File: src/rtl/crossbar_arbiter.sv
// rtl/crossbar_arbiter.sv - N-requester to M-output locking crossbar arbiter with permission table
module crossbar_arbiter #(
    parameter int N  = 4,
    parameter int M  = 4,
    parameter int DW = $clog2(M),
    parameter int SW = $clog2(N)
) (
    input  logic            clk,
    input  logic            rst_n,
    input  logic [N-1:0]    req,
    input  logic [N*DW-1:0] dest,
    input  logic [N-1:0]    last,
    output logic [N-1:0]    grant,
    output logic [M*SW-1:0] sel,
    output logic [M-1:0]    out_busy,
    output logic [N-1:0]    deny,
    input  logic            cfg_we,
    input  logic [SW-1:0]   cfg_src,
    input  logic [M-1:0]    cfg_mask
);

    typedef enum logic {IDLE = 1'b0, BUSY = 1'b1} state_t;

    state_t        state_q [M];
    state_t        state_d [M];
    logic [SW-1:0] owner_q [M];
    logic [SW-1:0] owner_d [M];
    logic [SW-1:0] ptr_q   [M];
    logic [SW-1:0] ptr_d   [M];
    logic [M-1:0]  perm_q  [N];
    logic [M-1:0]  dest_oh [N];
    logic [N-1:0]  deny_d;
    logic [N-1:0]  deny_q;

    // One-hot decode of each destination; an out-of-range index decodes to all zeros
    always_comb begin
        for (int i = 0; i < N; i++) begin
            dest_oh[i] = '0;
            for (int j = 0; j < M; j++) begin
                if (dest[i*DW +: DW] == DW'(j)) begin
                    dest_oh[i][j] = 1'b1;
                end
            end
        end
    end

    always_comb begin
        for (int i = 0; i < N; i++) begin
            deny_d[i] = req[i] & ~|(dest_oh[i] & perm_q[i]);
        end
    end

    always_comb begin
        grant    = '0;
        out_busy = '0;
        sel      = '0;
        for (int j = 0; j < M; j++) begin
            if (state_q[j] == BUSY) begin
                out_busy[j]      = 1'b1;
                sel[j*SW +: SW]  = owner_q[j];
                for (int i = 0; i < N; i++) begin
                    if (owner_q[j] == SW'(i)) begin
                        grant[i] = 1'b1;
                    end
                end
            end
        end
    end

    always_comb begin
        for (int j = 0; j < M; j++) begin
            logic found;
            logic own_req;
            logic own_last;
            int   idx;
            state_d[j] = state_q[j];
            owner_d[j] = owner_q[j];
            ptr_d[j]   = ptr_q[j];
            found      = 1'b0;
            own_req    = 1'b0;
            own_last   = 1'b0;
            idx        = 0;
            case (state_q[j])
                IDLE: begin
                    // Round-robin scan starting just past the last releasing owner
                    for (int k = 1; k <= N; k++) begin
                        idx = (int'(ptr_q[j]) + k) % N;
                        if (!found && req[idx] && dest_oh[idx][j] && perm_q[idx][j] && !grant[idx]) begin
                            found      = 1'b1;
                            owner_d[j] = SW'(idx);
                        end
                    end
                    if (found) begin
                        state_d[j] = BUSY;
                    end
                end
                BUSY: begin
                    for (int i = 0; i < N; i++) begin
                        if (owner_q[j] == SW'(i)) begin
                            own_req  = req[i];
                            own_last = last[i];
                        end
                    end
                    // A dropped request (abort) releases exactly like a last beat
                    if (!own_req || own_last) begin
                        state_d[j] = IDLE;
                        ptr_d[j]   = owner_q[j];
                    end
                end
                default: state_d[j] = IDLE;
            endcase
        end
    end

    always_ff @(posedge clk) begin
        if (!rst_n) begin
            for (int j = 0; j < M; j++) begin
                state_q[j] <= IDLE;
                owner_q[j] <= '0;
                ptr_q[j]   <= SW'(N - 1);
            end
            for (int i = 0; i < N; i++) begin
                perm_q[i] <= '1;
            end
            deny_q <= '0;
        end else begin
            for (int j = 0; j < M; j++) begin
                state_q[j] <= state_d[j];
                owner_q[j] <= owner_d[j];
                ptr_q[j]   <= ptr_d[j];
            end
            if (cfg_we && (int'(cfg_src) < N)) begin
                perm_q[cfg_src] <= cfg_mask;
            end
            deny_q <= deny_d;
        end
    end

    assign deny = deny_q;

endmodule
File: config.mk
export PLATFORM = sky130hd
export DESIGN_NAME = crossbar_arbiter
export DESIGN_NICKNAME = d
export VERILOG_FILES = /design/src/rtl/crossbar_arbiter.sv
export SDC_FILE = /design/constraint.sdc
export NUM_CORES = 1
export LEC_CHECK = 0
export CAP_MARGIN = 20
export CORE_MARGIN = 5
export CORE_UTILIZATION = 60
export CTS_BUF_LIST = sky130_fd_sc_hd__clkbuf_8
export DETAILED_ROUTE_END_ITERATION = 7
export PLACE_DENSITY = 0.88
export SLEW_MARGIN = 40
export SYNTH_ARGS = -nofsm -noshare
export SYNTH_HDL_FRONTEND = slang
export SYNTH_SLANG_ARGS = --single-unit
File: constraint.sdc
create_clock -name clk -period 4.7 [get_ports clk]
set_clock_uncertainty 0.05 [all_clocks]
set_input_delay 0.47 -clock clk [delete_from_list [all_inputs] [get_ports clk]]
set_output_delay 0.47 -clock clk [all_outputs]
set_load 0.02 [all_outputs]
Word level (Yosys, flattened, before mapping)

Memories as Yosys holds them, arrays and structs flattened.
Cells that the tools add are included.

Add/sub/neg operators: 16
Order comparisons: 32
Eq/ne operators: 24
Mux-type cells: 320
Bitwise operators: 56
Reductions and logical operators: 129

Operators by type and width:

| cell                                                        | number |
|---|---|
| >= comparator 32 x 3 -> 1 bit (second input constant)       | 16 |
| inverter 32 bit                                             | 16 |
| two-way mux 1 bit                                           | 198 |
| binary-select mux 4 bit (select 2 bit)                      | 16 |
| two-way mux 2 bit                                           | 49 |
| binary-select mux 1 bit (select 2 bit)                      | 32 |
| less-than comparator 3 x 4 -> 1 bit (second input constant) | 16 |
| logical AND 1 bit                                           | 60 |
| two-way mux 4 bit                                           | 13 |
| logical NOT 1 bit                                           | 36 |
| == test 2 bit (second input constant)                       | 16 |
| OR reduction 2 bit                                          | 16 |
| two-way mux 3 bit                                           | 8 |
| OR reduction 4 bit                                          | 5 |
| adder 2 x 1 -> 2 bit (second input constant)                | 8 |
| adder 2 bit (second input constant)                         | 8 |
| AND 1 bit (first input constant)                            | 16 |
| AND 4 bit                                                   | 4 |
| == test 2 x 1 -> 1 bit (second input constant)              | 8 |
| logical NOT 2 bit                                           | 8 |
| OR 1 bit                                                    | 12 |
| case mux 1 bit (2 select lines)                             | 4 |
| AND 1 bit                                                   | 4 |
| logical OR 1 bit                                            | 4 |
| inverter 1 bit                                              | 4 |

Bits in registers: 4
RAM bits: 36
Input port bits: 25
Output and inout port bits: 20
Memories kept: 4

Memory list:

| name    | depth | bits a word | rd ports | clocked after Yosys merged registers in | wr ports | RTL line | RTL |
|---|---|---|---|---|---|---|---|
| perm_q  | 4     | 4           | 20       | 0                                       | 4        | 30       | `logic [M-1:0] perm_q [N];` |
| owner_q | 4     | 2           | 4        | 0                                       | 4        | 26       | `logic [SW-1:0] owner_q [M];` |
| ptr_q   | 4     | 2           | 4        | 0                                       | 4        | 28       | `logic [SW-1:0] ptr_q [M];` |
| state_q | 4     | 1           | 4        | 0                                       | 4        | 24       | `state_t state_q [M];` |

Logic depth before layout (Yosys ltp)

Depth after elaboration: 40
Gate-level depth with buffers: 9

Worst setup path before layout

Ideal clock, no wire load.

Path type: reg-to-reg
Start: memory state_q[1] (netlist bit)
End: memory owner_q[2][0] (netlist bit)
Library setup time: 0.074 ns
Arrival time: 2.103 ns
Data required time: 4.576 ns
Slack: 2.473 ns
Stages on the path, launching flop included: 10
Path buffers: 1
Cell sequence: dfxtp_1 > buf_6 > nand2_4 > inv_2 > a32o_2 > nor4_4 > a21oi_2 > and4_4 > or4_1 > a31oi_1

RTL lines:

| element         | RTL line |
|---|---|
| start, declared | 24 |
| end, declared   | 26 |

==> summary by stage <==
Yosys
Synthesis produced a netlist with a net count of 340. The share of flip-flops with an asynchronous set or reset after synthesis is 0. The primary flip-flop cell chosen by synthesis mapping is sky130_fd_sc_hd__dfxtp_1. During synthesis, Yosys emitted a total of 0 warnings.

The number of flops mapped to enable cells by yosys is 16. Counting flops and latches in the post-synthesis netlist gives 40. The count of cell types in the netlist is 73. Dividing the synthesized area by the synthesized cell count gives 8.89 µm². Synthesis produced a netlist whose cell count is 315. The sequential area share after synthesis is 0.343. The post-synthesis instance area is 0.00280 mm².

Critical path
STA classifies the critical path endpoint as an output port. The critical path ends at grant[2]. The worst-case register-to-register setup slack is 2.06 ns.

The maximum single-stage delay on the critical path is 0.60 ns. STA classifies the critical path startpoint as a flip-flop. Walking the worst path, the cells encountered are nand2_1, o21ai_1, or2_2, clkdlybuf4s50_1.

The category of the critical setup timing path is flip-flop to output port. On the critical path, the stage with the largest delay is an instance of sky130_fd_sc_hd__clkdlybuf4s50_1. The largest fanout of any net on the critical path is 8. Data on the critical path is required at its endpoint by 4.18 ns. The worst register-to-register path has a depth of 7. The startpoint identified for the worst register-to-register timing path is ptr_q[2][0]. The most critical setup path has its startpoint at owner_q[0][1]. Data arrives at the worst endpoint at 2.32 ns. In this run the critical register-to-register path is captured at owner_q[2][0].

Timing
Setup repair after global routing left no endpoint under its margin. Setup violations remaining at the end of the flow were counted as 0. The shortest period the worst path allows is 2.84 ns.

Static timing analysis puts the maximum clock frequency at 0.352 GHz. The setup TNS after final layout is 0 ns. The final count of hold timing violations is 0. Final hold analysis gives a worst-case slack of 0.505 ns. Headroom to the max-slew limit came out at 0.548. Dividing the final minimum period by the clock period gives 0.605. Once routing completed, OpenROAD measured the worst setup slack at 1.86 ns. For the pin with the worst max-slew slack, the measured transition is 0.673 ns.

The total count of max-transition violations in the final report came to 0.

Power and ir drop
Across the VDD grid, the largest voltage drop is 0.000197 V. The power per cell area is 265 mW/mm². For this design the static power due to leakage is 1.31 nW.

Cells and area
The post-layout net count is 379. The post-route non-filler standard cell count is 407. The library cell used most frequently in the layout, excluding fill and tap cells, is sky130_fd_sc_hd__clkdlybuf4s50_1. The final instance area is 0.00331 mm².

The number of fill cells is 352. Summing all flip-flop and latch instances after layout gives 961 µm². Compared with the post-synthesis result, the final layout area differs by 18.3%. The layout cell share with drive strength beyond 1 is 0.149. The top cell types in the final layout, fill and taps aside, are sky130_fd_sc_hd__clkdlybuf4s50_1, sky130_fd_sc_hd__nand2_1, sky130_fd_sc_hd__dfxtp_1, sky130_fd_sc_hd__inv_1, sky130_fd_sc_hd__nor2_1. The number of antenna diodes in the final layout is 0. The area of combinational cells with multiple inputs is 0.00169 mm².

CTS
CTS placed an instance of sky130_fd_sc_hd__clkbuf_8 at the clock tree root. The sink count of the clock tree is 40. The CTS tree is done. The clock passes through at most 2 buffers. The H-tree was split into 2 levels. The number of clock buffers inserted by TritonCTS is 5. Buffers added to address setup during post-CTS repair amount to 0. At the later pin of the worst-skew pair, clock insertion delay measures 0.30 ns. The clock edge transition at the registers on the reported setup and hold paths is 0.08 ns. Gates resized during post-CTS repair numbered 0. The number of hold-repair buffers added at the cts stage is 0.

GRT
The number of antenna violations at the first check in global routing is 0. The first global-routing pass estimated 11400 µm of wire. Entering global routing, the biggest net connects 32 pins. For this run, the total global-route usage over all layers was measured as 0.234.

The global route total overflow is 0. The via count of the first global-routing pass is 2418.

Floorplan
The die outline height is 78.3 µm. The I/O pin total is 45. The full die area is 0.00614 mm². The x dimension of the die is 78.3 µm. The effective utilization at floorplan is 0.630.

The number of placement rows is 24. The region available for standard cell placement spans 0.00444 mm².

Detailed routing
After the first detailed-routing iteration, the DRC count stood at 350. The post-detailed-route via-to-cell ratio is 6.64. The via total after detailed routing is 2702. The length of the first detailed-routing pass in iterations is 6. The number of remaining DRC errors is 0.

In this run the remaining antenna-violating nets after routing total 0. For this block, the routed nets add up to 7000 µm of wire. The wire length per cell is 17.2 µm.

Placed design
In this run the cell area measured after placement is 0.00323 mm². The final weighted congestion in routability-driven placement is 0.909. Buffers placed on the I/O ports in this run total 44. The half-perimeter wire length after placement is 5390 µm. OpenSTA, run right after detailed placement, puts the worst setup slack at 1.78 ns.

After detailed placement, the design holds a cell count of 399.

Min path
The worst hold path begins at ptr_q[1][1]. The path class of the tightest hold or removal check is flip-flop to flip-flop.

Run
The tool flagged a number of max-cap violations equal to 0.

Outcome
The flow ran to the end, and the final reports show no timing, DRC or antenna violations.
[power by group]
group	switching, mW	internal (mW)	total (mW)
clock	0.118	0.0998	0.218
combinational	0.120	0.107	0.227
sequential	0.0434	0.391	0.435
[through the flow]
stage / power [mW] / utilization
floorplan: 0.588 / -
global placement: 0.658 / 0.724
detailed placement: 0.664 / 0.726
CTS: 0.882 / 0.744
global route: 0.925 / 0.745
finish: 0.879 / 0.745
[cell families after synthesis]
kind of cell,after synthesis,share of synthesized area
xor gates and xnor gates,1,0.00313
AOI/OAI and AO/OA,80,0.216
buffers and inverters,32,0.0594
DFF,40,0.343
muxes,14,0.0782
and+or+nand+nor,148,0.300
[synthesized netlist by cell type, types with 2 or more instances]
| master | number | share of area |
|---|---|---|
| sky130_fd_sc_hd__edfxtp_1 | 16 | 0.17 |
| sky130_fd_sc_hd__mux4_2 | 5 | 0.040 |
| sky130_fd_sc_hd__nor4_1 | 7 | 0.016 |
| sky130_fd_sc_hd__nand4b_1 | 2 | 0.0063 |
| sky130_fd_sc_hd__nand2b_1 | 9 | 0.020 |
| sky130_fd_sc_hd__a31oi_1 | 7 | 0.016 |
| sky130_fd_sc_hd__or3_1 | 6 | 0.013 |
| sky130_fd_sc_hd__nand4_1 | 2 | 0.0045 |
| sky130_fd_sc_hd__nand3_1 | 4 | 0.0071 |
| sky130_fd_sc_hd__nor3_1 | 9 | 0.016 |
| sky130_fd_sc_hd__inv_1 | 16 | 0.021 |
| sky130_fd_sc_hd__a21oi_1 | 13 | 0.023 |
| sky130_fd_sc_hd__or4_1 | 6 | 0.016 |
| sky130_fd_sc_hd__mux2i_1 | 8 | 0.029 |
| sky130_fd_sc_hd__nor2_1 | 18 | 0.024 |
| sky130_fd_sc_hd__nand3b_1 | 2 | 0.0054 |
| sky130_fd_sc_hd__o22a_2 | 2 | 0.0071 |
| sky130_fd_sc_hd__a21o_1 | 5 | 0.013 |
| sky130_fd_sc_hd__dfxtp_1 | 24 | 0.17 |
| sky130_fd_sc_hd__nor2b_1 | 9 | 0.020 |
| sky130_fd_sc_hd__o31ai_1 | 3 | 0.0080 |
| sky130_fd_sc_hd__buf_4 | 6 | 0.016 |
| sky130_fd_sc_hd__or2_2 | 13 | 0.029 |
| sky130_fd_sc_hd__buf_6 | 3 | 0.012 |
| sky130_fd_sc_hd__o22ai_1 | 5 | 0.011 |
| sky130_fd_sc_hd__o221ai_1 | 5 | 0.016 |
| sky130_fd_sc_hd__nand2_1 | 39 | 0.052 |
| sky130_fd_sc_hd__clkbuf_1 | 3 | 0.0040 |
| sky130_fd_sc_hd__inv_2 | 3 | 0.0040 |
| sky130_fd_sc_hd__a22oi_1 | 2 | 0.0054 |
| sky130_fd_sc_hd__nor3b_1 | 6 | 0.016 |
| sky130_fd_sc_hd__a211oi_1 | 4 | 0.011 |
| sky130_fd_sc_hd__o21ai_0 | 12 | 0.021 |
| sky130_fd_sc_hd__and2_1 | 2 | 0.0045 |
[routing by layer]
metal | wire, µm | part of all wire | GRT usage
met5 | 0 | 0 | 0
met4 | 186 | 0.027 | 0.0909
met3 | 700 | 0.10 | 0.0664
met2 | 3340 | 0.48 | 0.393
met1 | 2780 | 0.40 | 0.284
[flip-flops by register name, indices dropped and copies added (netlist names)]
name,flops
deny,4
owner_q,8
perm_q,16
ptr_q,8
state_q,4
[worst min path at each step]
stage | depth (start not counted) | slack (ns) | end
after detailed placement | 2 | 0.48 | ptr_q[1][1]
after global routing | 2 | 0.55 | ptr_q[1][1]
after global placement | 2 | 0.47 | ptr_q[1][1]
after CTS | 2 | 0.50 | ptr_q[1][1]
after floorplan | 2 | 0.43 | ptr_q[1][1]
final | 2 | 0.51 | ptr_q[1][1]
[layout make-up]
| cell class | count | area share |
|---|---|---|
| Sequential cell | 40 | 0.290 |
| Multi-Input combinational cell | 243 | 0.509 |
| Inverter | 19 | 0.0215 |
| Tap cell | 52 | 0.0196 |
| Timing Repair Buffer | 45 | 0.135 |
| Clock inverter | 3 | 0.00378 |
| Clock buffer | 5 | 0.0208 |
[critical path: cells and delay by family, from the launching register on]
kind	cells	cell delay, ns
flip-flops	1	0.51
buffers and inverters	1	0.60
AO/OA/AOI/OAI	1	0.56
AND/OR/NAND/NOR	2	0.36
No activity file was read; power rests on OpenSTA's default activity.
